===== src/rtl/alu_mul_sequencer.sv =====
// Multi-cycle initiator for the shared 16-bit ALU: shift-add MUL (low half kept)
// and single-step CMP, with a start/done handshake toward the control FSM.
module alu_mul_sequencer #(
  parameter int WIDTH = 16,
  parameter int ITER  = 16
) (
  input  logic             input_CLK,
  input  logic             input_Reset_n,
  input  logic             input_Start,
  input  logic [1:0]       input_Cmd,
  input  logic [WIDTH-1:0] input_Op_A,
  input  logic [WIDTH-1:0] input_Op_B,
  output logic             output_Ready,
  output logic             output_Done,
  output logic [WIDTH-1:0] output_Result,
  output logic             output_Zero,
  output logic             output_Negative,
  output logic             output_Error,
  output logic [WIDTH-1:0] output_ALU_A,
  output logic [WIDTH-1:0] output_ALU_B,
  output logic [2:0]       output_ALUOp,
  input  logic [WIDTH-1:0] input_ALU_Result,
  input  logic             input_ALU_Zero,
  input  logic             input_ALU_Negative
);

  localparam int CW = $clog2(ITER) + 1;

  typedef enum logic [2:0] {
    S_IDLE, S_MUL_ADD, S_MUL_SHIFT, S_CMP_EXEC, S_DONE
  } state_t;

  state_t           state_q, state_d;
  logic [WIDTH-1:0] m_q, m_d, q_q, q_d, p_q, p_d;
  logic [CW-1:0]    cnt_q, cnt_d;
  logic [WIDTH-1:0] result_q, result_d;
  logic             zero_q, zero_d, neg_q, neg_d, err_q, err_d;
  logic             done_q, ready_q;
  logic [WIDTH-1:0] alu_a_q, alu_a_d, alu_b_q, alu_b_d;
  logic [2:0]       alu_op_q, alu_op_d;

  always_comb begin
    state_d  = state_q;
    m_d      = m_q;
    q_d      = q_q;
    p_d      = p_q;
    cnt_d    = cnt_q;
    result_d = result_q;
    zero_d   = zero_q;
    neg_d    = neg_q;
    err_d    = err_q;
    alu_a_d  = '0;
    alu_b_d  = '0;
    alu_op_d = 3'b000;

    case (state_q)
      S_IDLE: begin
        if (input_Start) begin
          m_d   = input_Op_A;
          q_d   = input_Op_B;
          p_d   = '0;
          cnt_d = '0;
          err_d = 1'b0;
          case (input_Cmd)
            2'b00:   state_d = S_MUL_ADD;
            2'b01:   state_d = S_CMP_EXEC;
            default: begin
              state_d  = S_DONE;
              result_d = '0;
              zero_d   = 1'b1;
              neg_d    = 1'b0;
              err_d    = 1'b1;
            end
          endcase
        end
      end
      S_MUL_ADD: begin
        if (q_q[0]) p_d = input_ALU_Result;
        state_d = S_MUL_SHIFT;
      end
      S_MUL_SHIFT: begin
        m_d   = input_ALU_Result;
        q_d   = q_q >> 1;
        cnt_d = cnt_q + CW'(1);
        if (cnt_q == CW'(ITER - 1)) begin
          state_d  = S_DONE;
          result_d = p_q;
          zero_d   = (p_q == '0);
          neg_d    = p_q[WIDTH-1];
        end else begin
          state_d = S_MUL_ADD;
        end
      end
      S_CMP_EXEC: begin
        result_d = input_ALU_Result;
        zero_d   = input_ALU_Zero;
        neg_d    = input_ALU_Negative;
        state_d  = S_DONE;
      end
      S_DONE:  state_d = S_IDLE;
      default: state_d = S_IDLE;
    endcase

    // ALU drive is registered, so decode it from the state being entered
    case (state_d)
      S_MUL_ADD: begin
        alu_a_d  = p_d;
        alu_b_d  = m_d;
        alu_op_d = 3'b000;
      end
      S_MUL_SHIFT: begin
        alu_a_d  = m_d;
        alu_b_d  = WIDTH'(1);
        alu_op_d = 3'b010;
      end
      S_CMP_EXEC: begin
        alu_a_d  = m_d;
        alu_b_d  = q_d;
        alu_op_d = 3'b001;
      end
      default: ;
    endcase
  end

  always_ff @(posedge input_CLK or negedge input_Reset_n) begin
    if (!input_Reset_n) begin
      state_q  <= S_IDLE;
      m_q      <= '0;
      q_q      <= '0;
      p_q      <= '0;
      cnt_q    <= '0;
      result_q <= '0;
      zero_q   <= 1'b0;
      neg_q    <= 1'b0;
      err_q    <= 1'b0;
      done_q   <= 1'b0;
      ready_q  <= 1'b1;
      alu_a_q  <= '0;
      alu_b_q  <= '0;
      alu_op_q <= 3'b000;
    end else begin
      state_q  <= state_d;
      m_q      <= m_d;
      q_q      <= q_d;
      p_q      <= p_d;
      cnt_q    <= cnt_d;
      result_q <= result_d;
      zero_q   <= zero_d;
      neg_q    <= neg_d;
      err_q    <= err_d;
      // Done trails the DONE state by one cycle, coinciding with the return to IDLE
      done_q   <= (state_q == S_DONE);
      ready_q  <= (state_d == S_IDLE);
      alu_a_q  <= alu_a_d;
      alu_b_q  <= alu_b_d;
      alu_op_q <= alu_op_d;
    end
  end

  assign output_Ready    = ready_q;
  assign output_Done     = done_q;
  assign output_Result   = result_q;
  assign output_Zero     = zero_q;
  assign output_Negative = neg_q;
  assign output_Error    = err_q;
  assign output_ALU_A    = alu_a_q;
  assign output_ALU_B    = alu_b_q;
  assign output_ALUOp    = alu_op_q;

endmodule


===== config.mk =====
export PLATFORM = sky130hd
export DESIGN_NAME = alu_mul_sequencer
export DESIGN_NICKNAME = d
export VERILOG_FILES = /design/src/rtl/alu_mul_sequencer.sv
export SDC_FILE = /design/constraint.sdc
export NUM_CORES = 1
export LEC_CHECK = 0
export BUFFER_PORTS_ARGS = -buffer_cell sky130_fd_sc_hd__clkbuf_2
export CAP_MARGIN = 20
export CORE_AREA = 2 2 100 102
export CTS_CLUSTER_DIAMETER = 100
export CTS_CLUSTER_SIZE = 8
export DETAILED_ROUTE_END_ITERATION = 12
export DIE_AREA = 0 0 102 104
export GPL_ROUTABILITY_DRIVEN = 0
export PLACE_DENSITY = 0.78
export SLEW_MARGIN = 20
export SYNTH_ARGS = -nofsm -noshare
export SYNTH_HDL_FRONTEND = slang
export SYNTH_SLANG_ARGS = --single-unit

===== constraint.sdc =====
create_clock -name input_CLK -period 2.8 [get_ports input_CLK]
set_clock_uncertainty 0.15 [all_clocks]
set_input_delay 0.14 -clock input_CLK [delete_from_list [all_inputs] [get_ports input_CLK]]
set_output_delay 0.14 -clock input_CLK [all_outputs]
set_load 0.03 [all_outputs]

Word-level counts from Yosys, hierarchy flattened --
Index checks and enable logic that the tools add are counted.
Cells by class: add/sub/neg operators 1, equal/unequal tests 12, muxes and demuxes 29, reduce and logical (&&, ||, !) cells 11
Operators by type and width (count):
- 16-bit case mux with 2 select lines | 4
- 16-bit two-way mux | 7
- 16-bit case mux with 3 select lines | 2
- 16-bit logical NOT | 1
- 3-bit by 2-bit == test with 1-bit output, second input constant | 4
- 3-bit case mux with 4 select lines | 1
- 5-bit case mux with 2 select lines | 1
- 1-bit two-way mux | 7
- 3-bit by 1-bit == test with 1-bit output, second input constant | 2
- 3-bit logical NOT | 2
- 3-bit two-way mux | 2
- 2-bit != test, second input constant | 3
- 1-bit case mux with 3 select lines | 2
- 3-bit case mux with 2 select lines | 1
- 5-bit by 1-bit adder with 5-bit output, second input constant | 1
- 5-bit by 4-bit == test with 1-bit output, second input constant | 1
- 5-bit two-way mux | 1
- 2-bit case mux with 2 select lines | 1
- 2-bit AND reduction | 2
- 4-bit AND reduction | 1
- 2-bit OR reduction | 2
- 3-bit == test, second input constant | 1
- 3-bit nonzero test | 1
- 2-bit by 1-bit == test with 1-bit output, second input constant | 1
- 2 further kinds | 2
Word-level totals: register bits after elaboration 112, input port bits 55

Longest topological paths before layout --
depth after elaboration 7, depth in mapped cells 8, depth with buffers taken out 7

Least setup slack after synthesis --
OpenSTA, ideal clock, no wires.
kind input to register, start input cnt_q[0], end register result_q[14], in the netlist output_Result[14], library setup time 0.126 ns, data arrival time 1.665 ns, slack 0.859 ns, cell stages on the path 9, buffers on the path 1, cell sequence dfrtp_1 > ha_1 > and3_1 > ha_1 > o21ai_0 > a21oi_4 > buf_2 > nor2_1 > a21oi_1
On the way: word-level cells in the longest chain between the ends 3
RTL lines:
- start: declaration | RTL line 35 | logic [CW-1:0] cnt_q, cnt_d;
- 5-bit by 4-bit == test with 1-bit output | RTL line 85 | if (cnt_q == CW'(ITER - 1)) begin
- 2-bit != test (no line)
- 4-bit AND reduction (no line)
- end signal: assignment | RTL line 147 | result_q <= result_d;
- end: declaration | RTL line 36 | logic [WIDTH-1:0] result_q, result_d;
Every way passes these cells. A chain may end at the register's enable or synchronous reset.

Worst setup path in the final report --
start input cnt_q[0], end register result_q[5], in the netlist output_Result[5]
The elaborated chain is that of the path after synthesis.

==> results.txt <==
CP required - 2900 ps
Clk_lat worst skew - 370 ps
Synthesized net count - 554
RSZ-0062 raised after global routing - false
HPWL after DPL - 9520 um
Pre-antenna DRT Iters - 5
Final hold vios - 0
CTS Hold Bufs - 19
Iter 0 DRT Violations - 324
Largest net degree at the start of global routing - 59
NetSw - 0.00323 W
Setup_tns - 0 ps
Synth unique cells - 42
GRT Overall Usage - 0.260
CTS Buf Count - 9
ANT cells - 0
Primary FF master, synth - dfrtp_1
Initial antenna violation count - 0
Slew margin rel. - 0.477
Max Slew Vio Count - 0
Global-route wire length before repair - 21,400 um
Die width - 102 um
Num ports - 111
Syn Inst Count - 497
WL/cell - 18.1 um
Initial core utilization - 0.524
Worst Tran Pin Value - 784 ps
Flops & latches, synth - 111
Comb power frac - 0.480
Worst Setup Slack, final - 572 ps
CTS root buf - clkbuf_8
Leakage power - 2.91 nW
H-tree depth - 3
Max Fclk - 0.449 GHz
Vias in the first global route - 4,135
TritonCTS clock tree - yes
Startpoint Class - flip-flop
Number of setup buffers added after CTS - 0
Max Cap Viol - 0
Antenna viol nets, final - 0
DRC errors left - 0
Cell Area, Synth - 5010 sq um
Port bufs - 109
Crit. End Element - flip-flop
Pwr Total - 0.00701 W
Core box area - 9550 sq um
Area Growth Syn to Fin - 19.9%
FP Rows - 36
Period utilization - 0.796
Sequential power share - 0.378
Clock period minus worst slack - 2230 ps
Area contributors post-synth - dfrtp_1, nor2_1, o22ai_1, a22oi_1, a21oi_1
Share of post-route cells with drive strength above 1 - 0.241
Vias per cell - 5.92
Post-synth EDFFs - 0
Post-cts sizing count - 0
Final WL - 13,500 um
Crit Path Max Fanout - 34
Leading area contributor after synthesis - dfrtp_1
Arr. time, crit path - 2330 ps
Switching Share - 0.461
Worst IR Drop VDD - 0.541 mV
Worst slack, placed - 595 ps
Gr ovfl total - 0
Pwr Density - 1170 nW/um^2
Clk slew on worst S/H paths - 100 ps
Seq/Total Area, Yosys - 0.555
Hold Worst Slack - 35.4 ps
Number of fill cells in the layout - 808
Final setup fails - 0
Status - complete, no violations
Via count - 4,422
Part of the power in the clock network - 0.143
# clock sinks - 111
Die Y - 104 um
Worst min path class - input pin to flip-flop
Synth top area share - 0.550
Clock Path Buffers - 2
Syn avg cell area - 10.1 sq um
Critical path type - flip-flop to flip-flop
Synth top cells by count - dfrtp_1, nor2_1, o22ai_1
Ys async rst share - 1.00
Fin nets - 666
Synth Warn # - 0
Pint - 0.00378 W
Most numerous cell in the Yosys netlist - dfrtp_1
Die area - 10,600 sq um
-- worst max-delay path, stage by stage (launching register included) --
cell and delay, ps:
dfrtp_1 420, ha_1 240, and3_1 190, ha_1 220, o21ai_0 320, a21oi_4 130
buf_4 260, nor2_1 140, a21oi_1 50
-- per-layer routing --
metal,part of all wire,up-vias,global-route usage
li1,-,2019,-
met1,0.45,2133,0.393
met2,0.45,236,0.381
met3,0.076,34,0.0383
met4,0.028,0,0.0962
met5,0,-,0
-- sequential cells by signal, summed over array words and instances (netlist names) --
signal,count
output_Result,16
output_Ready,1
output_Zero,1
output_Done,1
p_q,16
state_q,3
cnt_q,5
output_ALU_B,16
output_ALU_A,16
output_Error,1
q_q,16
m_q,16
output_Negative,1
output_ALUOp,2
-- cell usage in the layout, fill, tap and decap left out, types with 2 or more instances in the layout --
| master | instances |
|---|---|
| nor4_1 | 4 |
| o21bai_1 | 16 |
| ha_1 | 2 |
| o21ai_0 | 7 |
| buf_4 | 16 |
| o22ai_1 | 44 |
| a22oi_1 | 33 |
| a22o_1 | 2 |
| nand4_1 | 2 |
| nor3_1 | 17 |
| inv_1 | 36 |
| nand3b_1 | 2 |
| clkbuf_2 | 108 |
| nor3b_1 | 2 |
| dfrtp_1 | 110 |
| nand2_1 | 11 |
| clkbuf_8 | 9 |
| a21oi_1 | 32 |
| dlygate4sd3_1 | 19 |
| nor2_4 | 2 |
| nor2_1 | 80 |
| nor2b_1 | 2 |
| mux2i_1 | 2 |
| inv_6 | 3 |
| nor4b_1 | 16 |
| o221ai_1 | 17 |
-- worst paths after layout --
kind / startpoint / endpoint / slack (ps) / depth (start not counted)
worst max-delay path: cnt_q[0] / output_Result[5] / 570 / 8
worst min-delay path: input_Op_B[15] / q_q[15] / 40 / 3
worst max register to register: cnt_q[0] / output_Result[5] / 570 / 8
worst min register to register: output_Error / output_Error / 350 / 2
max in group asynchronous: input_Reset_n / state_q[1] / 1570 / 3
min in group asynchronous: input_Reset_n / q_q[1] / 130 / 2
-- cell type report --
type                            instances  area, sq um  share of cell area
Tap cell                              133          166              0.0277
Clock buffer                            9          124              0.0206
Inverter                               36          135              0.0225
Multi-Input combinational cell        308         1870               0.311
Timing Repair Buffer                  143          851               0.142
Sequential cell                       111         2780               0.463
Clock inverter                          7         83.8              0.0140
-- power by group through the flow --
stage | clock, W | combinational (W) | sequential (W)
after floorplan | 0 | 0.00195 | 0.00311
after global placement | 0 | 0.00321 | 0.00265
after detailed placement | 0 | 0.00330 | 0.00267
after CTS | 0.00101 | 0.00334 | 0.00263
after global routing | 0.00108 | 0.00368 | 0.00271
final | 0.000999 | 0.00336 | 0.00265
-- cells by family after synthesis --
logic type,synth area share
muxes,0.00400
AOI/OAI and AO/OA,0.212
adders and majority gates,0.00500
other,0.000749
DFF,0.555
buffers and inverters,0.0730
and+or+nand+nor,0.150
-- metrics by stage --
stage	cells	area, sq um	utilization
CTS	747	6000	0.629
finish	747	6000	0.629
detailed placement	712	5610	0.587
global route	747	6000	0.629
global placement	712	5610	0.587
floorplan	497	5010	-
No activity file was read; power rests on OpenSTA's default activity.
